===== src/rtl/fir_interp16.sv =====
// Linear-interpolating 1:16 upsampler with valid/ready on both sides.
// Each accepted sample closes a 16-output ramp from the previous sample towards it.
module fir_interp16 #(
    parameter int DATA_WIDTH = 12,
    parameter int PHASE_BITS = 4
) (
    input  logic                         clock,
    input  logic                         reset,
    input  logic signed [DATA_WIDTH-1:0] data_in,
    input  logic                         in_valid,
    output logic                         in_ready,
    output logic signed [DATA_WIDTH-1:0] data_out,
    output logic                         out_valid,
    input  logic                         out_ready
);

    localparam int ACC_WIDTH = DATA_WIDTH + PHASE_BITS + 1;
    localparam logic [PHASE_BITS-1:0] LAST_PHASE = {PHASE_BITS{1'b1}};
    localparam logic [PHASE_BITS-1:0] PHASE_ONE  = {{(PHASE_BITS-1){1'b0}}, 1'b1};

    typedef enum logic [0:0] {
        IDLE = 1'b0,
        RUN  = 1'b1
    } state_t;

    state_t                        state_r, state_nxt_s;
    logic signed [DATA_WIDTH-1:0]  cur_r, cur_nxt_s;
    logic signed [DATA_WIDTH:0]    delta_r, delta_nxt_s;
    logic signed [ACC_WIDTH-1:0]   acc_r, acc_nxt_s;
    logic [PHASE_BITS-1:0]         phase_r, phase_nxt_s;
    logic signed [DATA_WIDTH-1:0]  dout_r, dout_nxt_s;
    logic                          oval_r, oval_nxt_s;

    logic                          load_s;
    logic                          out_fire_s;
    logic [DATA_WIDTH:0]           diff_s;
    logic [ACC_WIDTH-1:0]          load_acc_s;
    logic [ACC_WIDTH-1:0]          sum_s;

    assign in_ready   = !reset && ((state_r == IDLE) ||
                                   ((state_r == RUN) && (phase_r == LAST_PHASE) && out_ready));
    assign load_s     = in_valid && in_ready;
    assign out_fire_s = oval_r && out_ready;

    // Sign-extended difference and accumulator seed keep the full ramp range without overflow.
    assign diff_s     = {data_in[DATA_WIDTH-1], data_in} - {cur_r[DATA_WIDTH-1], cur_r};
    assign load_acc_s = {cur_r[DATA_WIDTH-1], cur_r, {PHASE_BITS{1'b0}}};
    assign sum_s      = acc_r + {{PHASE_BITS{delta_r[DATA_WIDTH]}}, delta_r};

    assign data_out   = dout_r;
    assign out_valid  = oval_r;

    // Next-state and datapath update; everything holds unless a handshake fires.
    always_comb begin
        state_nxt_s = state_r;
        cur_nxt_s   = cur_r;
        delta_nxt_s = delta_r;
        acc_nxt_s   = acc_r;
        phase_nxt_s = phase_r;
        dout_nxt_s  = dout_r;
        oval_nxt_s  = oval_r;
        if (load_s) begin
            delta_nxt_s = diff_s;
            acc_nxt_s   = load_acc_s;
            cur_nxt_s   = data_in;
            phase_nxt_s = {PHASE_BITS{1'b0}};
            dout_nxt_s  = cur_r;
            oval_nxt_s  = 1'b1;
            state_nxt_s = RUN;
        end else begin
            case (state_r)
                IDLE: begin
                    oval_nxt_s = 1'b0;
                end
                RUN: begin
                    if (out_fire_s && (phase_r != LAST_PHASE)) begin
                        acc_nxt_s   = sum_s;
                        phase_nxt_s = phase_r + PHASE_ONE;
                        dout_nxt_s  = sum_s[DATA_WIDTH+PHASE_BITS-1:PHASE_BITS];
                    end else if (out_fire_s) begin
                        oval_nxt_s  = 1'b0;
                        state_nxt_s = IDLE;
                    end else begin
                        state_nxt_s = RUN;
                    end
                end
                default: begin
                    oval_nxt_s  = 1'b0;
                    state_nxt_s = IDLE;
                end
            endcase
        end
    end

    // State and datapath registers.
    always_ff @(posedge clock or posedge reset) begin
        if (reset) begin
            state_r <= IDLE;
            cur_r   <= '0;
            delta_r <= '0;
            acc_r   <= '0;
            phase_r <= '0;
            dout_r  <= '0;
            oval_r  <= 1'b0;
        end else begin
            state_r <= state_nxt_s;
            cur_r   <= cur_nxt_s;
            delta_r <= delta_nxt_s;
            acc_r   <= acc_nxt_s;
            phase_r <= phase_nxt_s;
            dout_r  <= dout_nxt_s;
            oval_r  <= oval_nxt_s;
        end
    end

endmodule


===== config.mk =====
export PLATFORM = sky130hd
export DESIGN_NAME = fir_interp16
export DESIGN_NICKNAME = d
export VERILOG_FILES = /design/src/rtl/fir_interp16.sv
export SDC_FILE = /design/constraint.sdc
export NUM_CORES = 1
export LEC_CHECK = 0
export CAP_MARGIN = 25
export CORE_ASPECT_RATIO = 1.2
export CORE_UTILIZATION = 35
export CTS_CLUSTER_SIZE = 24
export DETAILED_ROUTE_END_ITERATION = 16
export SLEW_MARGIN = 20
export SYNTH_ARGS = -nofsm -noshare
export SYNTH_HDL_FRONTEND = slang
export SYNTH_SLANG_ARGS = --single-unit

===== constraint.sdc =====
create_clock -name clock -period 5.9 [get_ports clock]
set_input_delay 1.18 -clock clock [delete_from_list [all_inputs] [get_ports clock]]
set_output_delay 1.18 -clock clock [all_outputs]
set_load 0.1 [all_outputs]

==> flow_metrics.tcl <==
set metrics [dict create \
    status "finished, final reports clean" \
    nFillCells 879 \
    vias 2506 \
    diodes 0 \
    synthDistinctLibCells 52 \
    core_um2 8610 \
    dp_hpwl_um 5100 \
    cts_sinks 47 \
    synth_edf_count 0 \
    drive_gt1_share_pct 3.59 \
    hold_end "delta_r[9]" \
    die_height_um 106 \
    finalCritPeriodShare_pct 75.0 \
    seq_area_um2 1180 \
    leakagePower_nw 1.55 \
    grt_pass1_vias 2470 \
    wl_per_cell_um 14.0 \
    hp-class "reg2reg" \
    dp_slack_ns 1.49 \
    fin_cells 479 \
    worstReg2RegEnd "acc_r[14]" \
    hold_start "delta_r[9]" \
    syn_nets 394 \
    ctsHtreeMaxLevel 2 \
    slowest_delay_ns 1.17 \
    ys_ff_latch 47 \
    r2r_start "delta_r[0]" \
    syn_avg_cell_area_um2 9.00 \
    synth_top_area_cell "dfrtp_1" \
    die_area_um2 9340 \
    max_clock_freq_ghz 0.226 \
    power_density_nw_per_um2 615 \
    dr.pass1.iters 4 \
    critPathCaptureType "primary output" \
    crit_family "buffers and inverters" \
    grt_overflow 0 \
    area_growth_pct 13.1 \
    finalCriticalPeriod_ns 4.43 \
    grt_max_degree 47 \
    fin_setup_tns_ns 0 \
    hold_violations 0 \
    required_ns 4.72 \
    ys_warn_count 0 \
    antenna_found_initial 0 \
    worstSetupPathType "in2out" \
    grtUsageTotal_pct 16.0 \
    r2r_cells 9 \
    drt_wl_total_um 6720 \
    regToRegSetupSlack_ns 3.27 \
    async_flop_share_pct 100 \
    viasPerCell 5.23 \
    worst-path-buf-inv 2 \
    drc 0 \
    portBuffers 29 \
    slew_violations 0 \
    startpoint_type "primary input" \
    cts_buffers 5 \
    clock_path_buffers 2 \
    num_rows 37 \
    drt_iter0_drc 99 \
    ys.flop_type "dfrtp_1" \
    cts_hold_buffers 0 \
    ys_top_cells_by_area "dfrtp_1 38%, ha_1 11%, nand2_1 4.8%" \
    grt_pass1_wl_um 11600 \
    fin_nets 409 \
    tightest_slew_ns 0.967 \
    cts_resized 0 \
    ios 30 \
    syn-cell-area_um2 3130 \
    yosysTopAreaCellShare_pct 37.5 \
    ys_seq_area_share_pct 37.5 \
    maxCapViolCount 0 \
    cts-root-buf "clkbuf_8" \
    crit_fanout 3 \
    clkTransAtPathRegs_ns 0.08 \
    path_cells "clkdlybuf4s50_1, nand4_1, a21oi_1, clkdlybuf4s50_1" \
    place.gp.congestion 0.828 \
    worstSkewPairLatency_ns 0.29 \
    dpl.cell_count 473 \
    cts_setup_buffers 0 \
    syn_inst 348 \
    setup_viol_count_final 0 \
    initial_utilization_pct 36.4 \
    rsz0062_at_grt "false" \
    holdPathStages 2 \
    placed_area_um2 3470 \
    crit_arrival_ns 3.25 \
    slew_headroom_pct 35.3 \
    cts_tree "built" \
    crit_slowest_cell "clkdlybuf4s50_1" \
    multi_input_area_um2 1740 \
    antenna_left 0 \
    clock_skew_ns 0.00430 \
    vdd_ir_drop_max_mv 0.178 \
    final_area_um2 3540 \
    layout_common_cells "47 x dfrtp_1, 40 x nand2_1, 30 x o21ai_1" \
    setup_slack_ns 1.47 \
    final_common_cell "dfrtp_1" \
    crit_top_cell "clkdlybuf4s50_1" \
    die_w_um 88.4 \
]
[power breakdown]
part           switching (mW)  total [mW]  internal [mW]  leakage [nW]
clock network           0.101       0.181         0.0793        0.0371
logic                   0.870        1.40          0.531         0.928
registers               0.127       0.595          0.468         0.584
total                    1.10        2.18           1.08          1.55
[Yosys cell counts (9+ instances only)]
master and count:
a21oi_1 14, a22oi_1 9, buf_4 12, dfrtp_1 47, ha_1 28, inv_1 23, nand2_1 40, nor2_1 19
o21ai_0 22, o21ai_1 30, xnor2_1 10, xor2_1 11
[area by class of cell]
class / instances / area share, %
multi-input cells: 255 / 49.0
repair buffers: 31 / 9.18
inverters: 23 / 2.44
flip-flops and latches: 47 / 33.2
clock buffers: 6 / 2.05
well taps: 117 / 4.13
[worst max path at each step]
stage | from | to | cells after the start
final | out_ready | in_ready | 4
after CTS | out_ready | in_ready | 4
after detailed placement | out_ready | in_ready | 4
after floorplan | out_ready | in_ready | 2
after global routing | out_ready | in_ready | 4
after global placement | out_ready | in_ready | 4
[flip-flops by register name, indices dropped and copies added, names as in the netlist]
register   flops
phase_r        4
delta_r       13
state_r        1
out_valid      1
cur_r         12
acc_r         16
[logic make-up after synthesis]
| group | count (synthesis) | share of synthesized area [%] |
|---|---|---|
| simple gates | 88 | 13.1 |
| buf+inv | 46 | 7.07 |
| xor+xnor | 21 | 5.87 |
| fa+ha+maj | 30 | 12.5 |
| mux | 3 | 1.08 |
| flops | 47 | 37.5 |
| compound gates | 113 | 22.9 |
[per-stage QoR]
stage	power, mW	hold WS [ns]	utilization, %
after floorplan	1.76	0.453	-
after global placement	1.98	0.482	40.0
after detailed placement	2.01	0.489	40.3
after CTS	2.20	0.508	41.1
after global routing	2.37	0.527	41.1
final	2.18	0.500	41.1
[worst reg2reg max path: stages (launching register included)]
cell       delay [ns]
dfrtp_1          0.36
ha_1             0.20
inv_1            0.07
fa_1             0.41
nor2b_1          0.19
o31a_1           0.26
o2111ai_2        0.21
a2111oi_1        0.47
o21ai_0          0.15
a31o_1           0.22
[layer usage]
metal | track usage (%) | vias up | part of all wire, %
li1 | - | 1258 | -
met1 | 21.5 | 1211 | 47
met2 | 26.7 | 32 | 49
met3 | 2.27 | 5 | 2.7
met4 | 4.26 | 0 | 1.0
met5 | 0 | - | 0
Power figures use the tool's default switching activity.
